`src/rtl/axi_pkg.sv`:
```
// rtl/axi_pkg.sv - shared AXI constants, size helper and write-burst state enum
package axi_pkg;

    localparam logic [1:0] INCR   = 2'b01;

    localparam logic [1:0] OKAY   = 2'b00;
    localparam logic [1:0] EXOKAY = 2'b01;
    localparam logic [1:0] SLVERR = 2'b10;
    localparam logic [1:0] DECERR = 2'b11;

    typedef enum logic [1:0] {
        ST_IDLE = 2'd0,
        ST_ADDR = 2'd1,
        ST_DATA = 2'd2,
        ST_RESP = 2'd3
    } wburst_state_t;

    // AxSIZE encoding is log2 of the bytes per beat (1..128 bytes)
    function automatic logic [2:0] axsize(input int bytes);
        logic [2:0] r;
        r = 3'd0;
        for (int i = 0; i < 8; i++) begin
            if (bytes == (1 << i)) begin
                r = 3'(i);
            end
        end
        return r;
    endfunction

endpackage

```
`src/rtl/wburst_len.sv`:
```
// rtl/wburst_len.sv - burst length and launch decision for the FIFO-to-AXI write drain
module wburst_len #(
    parameter int DW         = 32,
    parameter int LGFLEN     = 4,
    parameter int LGMAXBURST = 4
) (
    input  logic [11:0]     addr_lo,
    input  logic [LGFLEN:0] fill,
    input  logic            timeout_expired,
    output logic [8:0]      len,
    output logic            launch
);

    localparam int          LGBYTES = $clog2(DW / 8);
    localparam logic [12:0] MAXB    = 13'(1 << LGMAXBURST);

    logic [12:0] fill13;
    logic [12:0] b4k;
    logic [12:0] len13;

    assign fill13 = 13'(fill);

    // beats left before the 4 KB page ends, then the smallest of fill, max burst and that
    always_comb begin
        b4k   = (13'h1000 - {1'b0, addr_lo}) >> LGBYTES;
        len13 = fill13;
        if (MAXB < len13) begin
            len13 = MAXB;
        end
        if (b4k < len13) begin
            len13 = b4k;
        end
        len    = 9'(len13);
        launch = (fill13 >= MAXB)
               || ((fill13 >= b4k) && (fill13 != 13'd0))
               || (timeout_expired && (fill13 != 13'd0));
    end

endmodule

```
`src/rtl/fifo_axi_wburst.sv`:
```
// rtl/fifo_axi_wburst.sv - drains an FWFT FIFO into memory as AXI4 INCR write bursts
module fifo_axi_wburst
    import axi_pkg::*;
#(
    parameter int AW         = 32,
    parameter int DW         = 32,
    parameter int LGFLEN     = 4,
    parameter int LGMAXBURST = 4,
    parameter int LGTIMEOUT  = 8
) (
    input  logic              i_clk,
    input  logic              i_reset,
    input  logic [DW-1:0]     i_fifo_data,
    input  logic              i_fifo_empty,
    input  logic [LGFLEN:0]   i_fifo_fill,
    output logic              o_fifo_rd,
    input  logic [AW-1:0]     i_base,
    input  logic              i_restart,
    output logic              o_awvalid,
    input  logic              i_awready,
    output logic [AW-1:0]     o_awaddr,
    output logic [7:0]        o_awlen,
    output logic [2:0]        o_awsize,
    output logic [1:0]        o_awburst,
    output logic              o_wvalid,
    input  logic              i_wready,
    output logic [DW-1:0]     o_wdata,
    output logic [DW/8-1:0]   o_wstrb,
    output logic              o_wlast,
    input  logic              i_bvalid,
    output logic              o_bready,
    input  logic [1:0]        i_bresp,
    output logic [AW-1:0]     o_addr,
    output logic              o_busy,
    output logic              o_err
);

    localparam int BYTES   = DW / 8;
    localparam int LGBYTES = $clog2(BYTES);

    wburst_state_t         state;
    wburst_state_t         state_next;
    logic [8:0]            beats;
    logic [8:0]            beat_cnt;
    logic [LGTIMEOUT-1:0]  timeout;
    logic                  timeout_expired;
    logic [8:0]            len;
    logic                  launch_ok;
    logic                  launch;
    logic [AW-1:0]         addr_step;
    logic                  unused_ok;

    // the FIFO fill count already says everything the empty flag would
    assign unused_ok = &{1'b0, i_fifo_empty};

    assign timeout_expired = &timeout;
    assign addr_step       = AW'(beats) << LGBYTES;

    assign o_awaddr  = o_addr;
    assign o_awsize  = axsize(BYTES);
    assign o_awburst = INCR;
    assign o_wdata   = i_fifo_data;
    assign o_wstrb   = {BYTES{1'b1}};

    wburst_len #(
        .DW         (DW),
        .LGFLEN     (LGFLEN),
        .LGMAXBURST (LGMAXBURST)
    ) u_len (
        .addr_lo         (o_addr[11:0]),
        .fill            (i_fifo_fill),
        .timeout_expired (timeout_expired),
        .len             (len),
        .launch          (launch_ok)
    );

    // state register; reset abandons any in-flight transaction
    always_ff @(posedge i_clk) begin
        if (i_reset) begin
            state <= ST_IDLE;
        end else begin
            state <= state_next;
        end
    end

    // next state and channel strobes; a restart in IDLE suppresses that cycle's launch
    always_comb begin
        state_next = state;
        launch     = 1'b0;
        o_awvalid  = 1'b0;
        o_wvalid   = 1'b0;
        o_wlast    = 1'b0;
        o_bready   = 1'b0;
        o_fifo_rd  = 1'b0;
        o_busy     = (state != ST_IDLE);
        case (state)
            ST_IDLE: begin
                if (launch_ok && !i_restart) begin
                    launch     = 1'b1;
                    state_next = ST_ADDR;
                end
            end
            ST_ADDR: begin
                o_awvalid = 1'b1;
                if (i_awready) begin
                    state_next = ST_DATA;
                end
            end
            ST_DATA: begin
                o_wvalid  = 1'b1;
                o_fifo_rd = i_wready;
                o_wlast   = (beat_cnt == 9'd1);
                if (i_wready && (beat_cnt == 9'd1)) begin
                    state_next = ST_RESP;
                end
            end
            ST_RESP: begin
                o_bready = 1'b1;
                if (i_bvalid) begin
                    state_next = ST_IDLE;
                end
            end
            default: begin
                state_next = ST_IDLE;
            end
        endcase
    end

    // address counter, burst length latch, beat countdown, idle timeout and sticky error
    always_ff @(posedge i_clk) begin
        if (i_reset) begin
            o_addr   <= '0;
            beats    <= '0;
            beat_cnt <= '0;
            o_awlen  <= '0;
            timeout  <= '0;
            o_err    <= 1'b0;
        end else begin
            if ((state == ST_IDLE) && i_restart) begin
                o_addr <= i_base;
            end else if ((state == ST_ADDR) && i_awready) begin
                o_addr <= o_addr + addr_step;
            end

            if (launch) begin
                beats    <= len;
                beat_cnt <= len;
                o_awlen  <= 8'(len - 9'd1);
            end else if ((state == ST_DATA) && i_wready) begin
                beat_cnt <= beat_cnt - 9'd1;
            end

            if ((state != ST_IDLE) || (i_fifo_fill == '0) || launch) begin
                timeout <= '0;
            end else if (!timeout_expired) begin
                timeout <= timeout + 1'b1;
            end

            if ((state == ST_RESP) && i_bvalid && (i_bresp != OKAY)) begin
                o_err <= 1'b1;
            end
        end
    end

endmodule

```
`config.mk`:
```
export PLATFORM = sky130hd
export DESIGN_NAME = fifo_axi_wburst
export DESIGN_NICKNAME = d
export VERILOG_FILES = /design/src/rtl/axi_pkg.sv /design/src/rtl/wburst_len.sv /design/src/rtl/fifo_axi_wburst.sv
export SDC_FILE = /design/constraint.sdc
export NUM_CORES = 1
export LEC_CHECK = 0
export CAP_MARGIN = 10
export CORE_ASPECT_RATIO = 0.9
export CORE_UTILIZATION = 35
export CTS_BUF_LIST = sky130_fd_sc_hd__clkbuf_8
export CTS_CLUSTER_DIAMETER = 80
export DETAILED_ROUTE_END_ITERATION = 10
export GPL_ROUTABILITY_DRIVEN = 0
export GPL_TIMING_DRIVEN = 1
export PLACE_DENSITY = 0.68
export SLEW_MARGIN = 20
export SYNTH_ARGS = -nofsm -noshare
export SYNTH_HDL_FRONTEND = slang
export SYNTH_HIERARCHICAL = 1
export SYNTH_SLANG_ARGS = --single-unit
```
`constraint.sdc`:
```
create_clock -name i_clk -period 11.07 [get_ports i_clk]
set_input_delay 1.6605 -clock i_clk [delete_from_list [all_inputs] [get_ports i_clk]]
set_output_delay 1.6605 -clock i_clk [all_outputs]
set_load 0.02 [all_outputs]
```
==> run_results.csv <==
group,metric,value,unit
routing,first_iter_violations,335,
routing,antenna_left,0,
layout,drive_above_1_share,0.05247,
outcome,status,"finished, violations left",
setup_path,end_kind,"flip-flop",
worst_hold_path,hp-class,"reg -> reg",
layout,fillers,1236,
placement,place_ws,5.857,ns
clock_network,post_cts_buffers,0,
clock_network,htreeDepth,3,
timing,min_period_over_period,0.4440,
timing,setup_viol,0,
worst_hold_path,worst_hold_path.num_cells,2,
die,initial_core_util,0.3657,
yosys,yosysUniqueCellTypes,61,
layout,final_nets,745,
timing,timing.final.max_slew_violations,0,
clock_network,cts-root-buf,"clkbuf_8",
routing,vias_per_cell,5.222,
timing,fin_setup_tns,0,ns
clock_network,clock_latency,0.36,ns
setup_path,r2r_end,"o_awlen[7]",
setup_path,cp.arrival,5.19,ns
clock_network,cts-resized-gates,0,
clock_network,clock_sinks,69,
setup_path,critPathMaxFanout,12,
yosys,synth.mux.area_fraction,0.01371,
yosys,netlist_area,4747,sq um
die,io_pins,198,
routing,vias,4240,
clock_network,clk_pin_slew,0.09,ns
placement,hpwl,8987,um
timing,worst_pin_slew,0.6761,ns
layout,n_antenna_cell,0,
yosys,synth.yosys.seq_area_share,0.2910,
clock_network,clockBufferDepth,2,
clock_network,cts.hold.buffers_added,0,
power,leakagePower,2.149,nW
routing,routed_wl,12280,um
timing,worst_hold_slack,0.4537,ns
run,drv_cap,0,
power,power.density,207.7,nW/um^2
layout,final_common_cell,"clkdlybuf4s50_1",
setup_path,endpoint,"o_awlen[7]",
timing,rsz0062_at_grt,"false",
routing,wl_per_cell,15.12,um
yosys,synth_fa_ha_area_frac,0.06695,
timing,max_slew_margin,0.5493,
yosys,synth_warnings,6,
yosys,synth_seq_cells,69,
yosys,async_reset_ff_frac,0,
yosys,synth_xor_area_frac,0.07196,
global_routing,grt_antenna_before_repair,0,
yosys,synth_compound_area_frac,0.1821,
yosys,synthSimpleGateAreaFrac,0.2085,
die,die_w,124.8,um
timing,finClkSkew,0.01299,ns
yosys,syn_avg_cell_area,7.965,sq um
global_routing,grt_overflow,0,
power,max-vdd-ir-drop,80.31,uV
yosys,synthesis.instances,596,
global_routing,grt_pass1_wl,19600,um
timing,worst_slack,6.155,ns
timing,hold_viol,0,
die,core.rowCount,39,
yosys,synth_top_family_by_area,"simple AND/OR/NAND/NOR gates",
setup_path,r2r-start,"o_addr[3]",
layout,regArea,1381,sq um
clock_network,cts_tree,"done",
yosys,synth_ff_type,"dfxtp_1",
yosys,synth_edf_count,0,
die,core_region_area,12980,sq um
layout,multi_input_area,2633,sq um
setup_path,cp.required,11.35,ns
setup_path,r2r.worst_path.cells,13,
outcome,violations,"design-rule violations",
setup_path,r2r_slack,6.94,ns
global_routing,grt_max_degree,56,
routing,drc_errors,43,
die,dieArea,14030,sq um
setup_path,startpoint_type,"primary input",
routing,firstDrtPassIters,10,
die,die_height,112.5,um
global_routing,grt_pass1_vias,4046,
clock_network,cts-buffers-inserted,9,
global_routing,gr-usage-all-layers,0.1741,
timing,finalCriticalPeriod,4.915,ns
layout,mostFrequentLayoutCells,"clkdlybuf4s50_1, dfxtp_1, nand2_1",
layout,layout.cells.non_filler,812,
setup_path,startpoint,"i_fifo_fill[4]",
layout,final_util,0.4442,
setup_path,critical_path_class,"in -> reg",
placement,io_buffer_count,123,
timing,fmax,0.2034,GHz
layout,syn2layout_area_growth,21.45,%
placement,dp_cells,796,
how the worst min path moves through the flow:
stage	startpoint	to	slack [ns]
finish	o_err	o_err	0.45
CTS	o_err	o_err	0.46
detailed placement	o_err	o_err	0.44
global placement	o_err	o_err	0.44
floorplan	beats[0]	beats[0]	0.44
global route	beats[8]	beats[8]	0.48
per-layer routing:
| metal | up-vias | track usage | share of wire |
|---|---|---|---|
| met1 | 1961 | 0.2132 | 0.45 |
| met4 | 0 | 0.07160 | 0.019 |
| met5 | - | 0 | 0 |
| met3 | 31 | 0.04290 | 0.064 |
| li1 | 2087 | - | - |
| met2 | 161 | 0.2929 | 0.47 |
power breakdown:
group          switching, mW  internal [mW]  total [mW]
Combinational          0.334          0.268       0.603
Sequential            0.0784          0.304       0.382
Clock                  0.108          0.105       0.213
Total                  0.521          0.677        1.20
through the flow:
step                power [mW]  instance area [sq um]
global placement        0.9717                   5567
floorplan               0.8101                   4785
finish                   1.198                   5766
global route             1.279                   5766
CTS                      1.207                   5766
detailed placement      0.9892                   5567
worst max-delay path, cell delays in order:
cell,delay [ns]
clkdlybuf4s50_1,0.64
nand2b_1,0.29
ha_1,0.26
nor4_1,0.42
nor3_2,0.12
a311oi_4,0.46
mux2_4,0.36
nor3_1,0.30
nand2_1,0.15
nor3_1,0.20
xnor2_1,0.10
a211oi_1,0.22
cell usage after synthesis, drive strengths merged (3+ instances only):
master,count,area share
buf,82,0.13
dfxtp,69,0.29
nand2,68,0.054
nor2,42,0.033
a21oi,41,0.043
o21ai,33,0.036
inv,25,0.020
xnor2,24,0.044
ha,23,0.061
clkbuf,18,0.014
a211oi,17,0.027
xor2,15,0.028
nand3,14,0.015
a31oi,13,0.017
nor3,11,0.015
and2,10,0.013
nand4,9,0.013
or3,9,0.012
and4,8,0.015
o211ai,6,0.012
a311oi,5,0.013
mux2i,5,0.011
a21boi,4,0.0063
a21o,4,0.0063
and3,4,0.0055
nor4,4,0.0084
or2,4,0.0053
or4,4,0.0071
conb,3,0.0024
nand2b,3,0.0040
final cells by class:
type,instances,area share
Clock buffer,9,0.02148
Clock inverter,7,0.01302
Inverter,25,0.01628
Multi-Input combinational cell,412,0.4566
Sequential cell,69,0.2396
Tap cell,164,0.03559
Timing Repair Buffer,126,0.2174
logic make-up (layout without fill, tap and decap cells):
logic type      Yosys count  after routing
fa+ha+maj                25             25
simple gates            195            195
mux                       6              6
xor+xnor                 39             39
compound gates          134            134
other cells               3             13
buf+inv                 125            167
flops                    69             69
state kept, by name, indices dropped and copies added, names as in the netlist:
name      count
beat_cnt      9
beats         9
o_addr       32
o_awlen       8
o_err         1
state         2
timeout       8
Power figures use the tool's default switching activity.
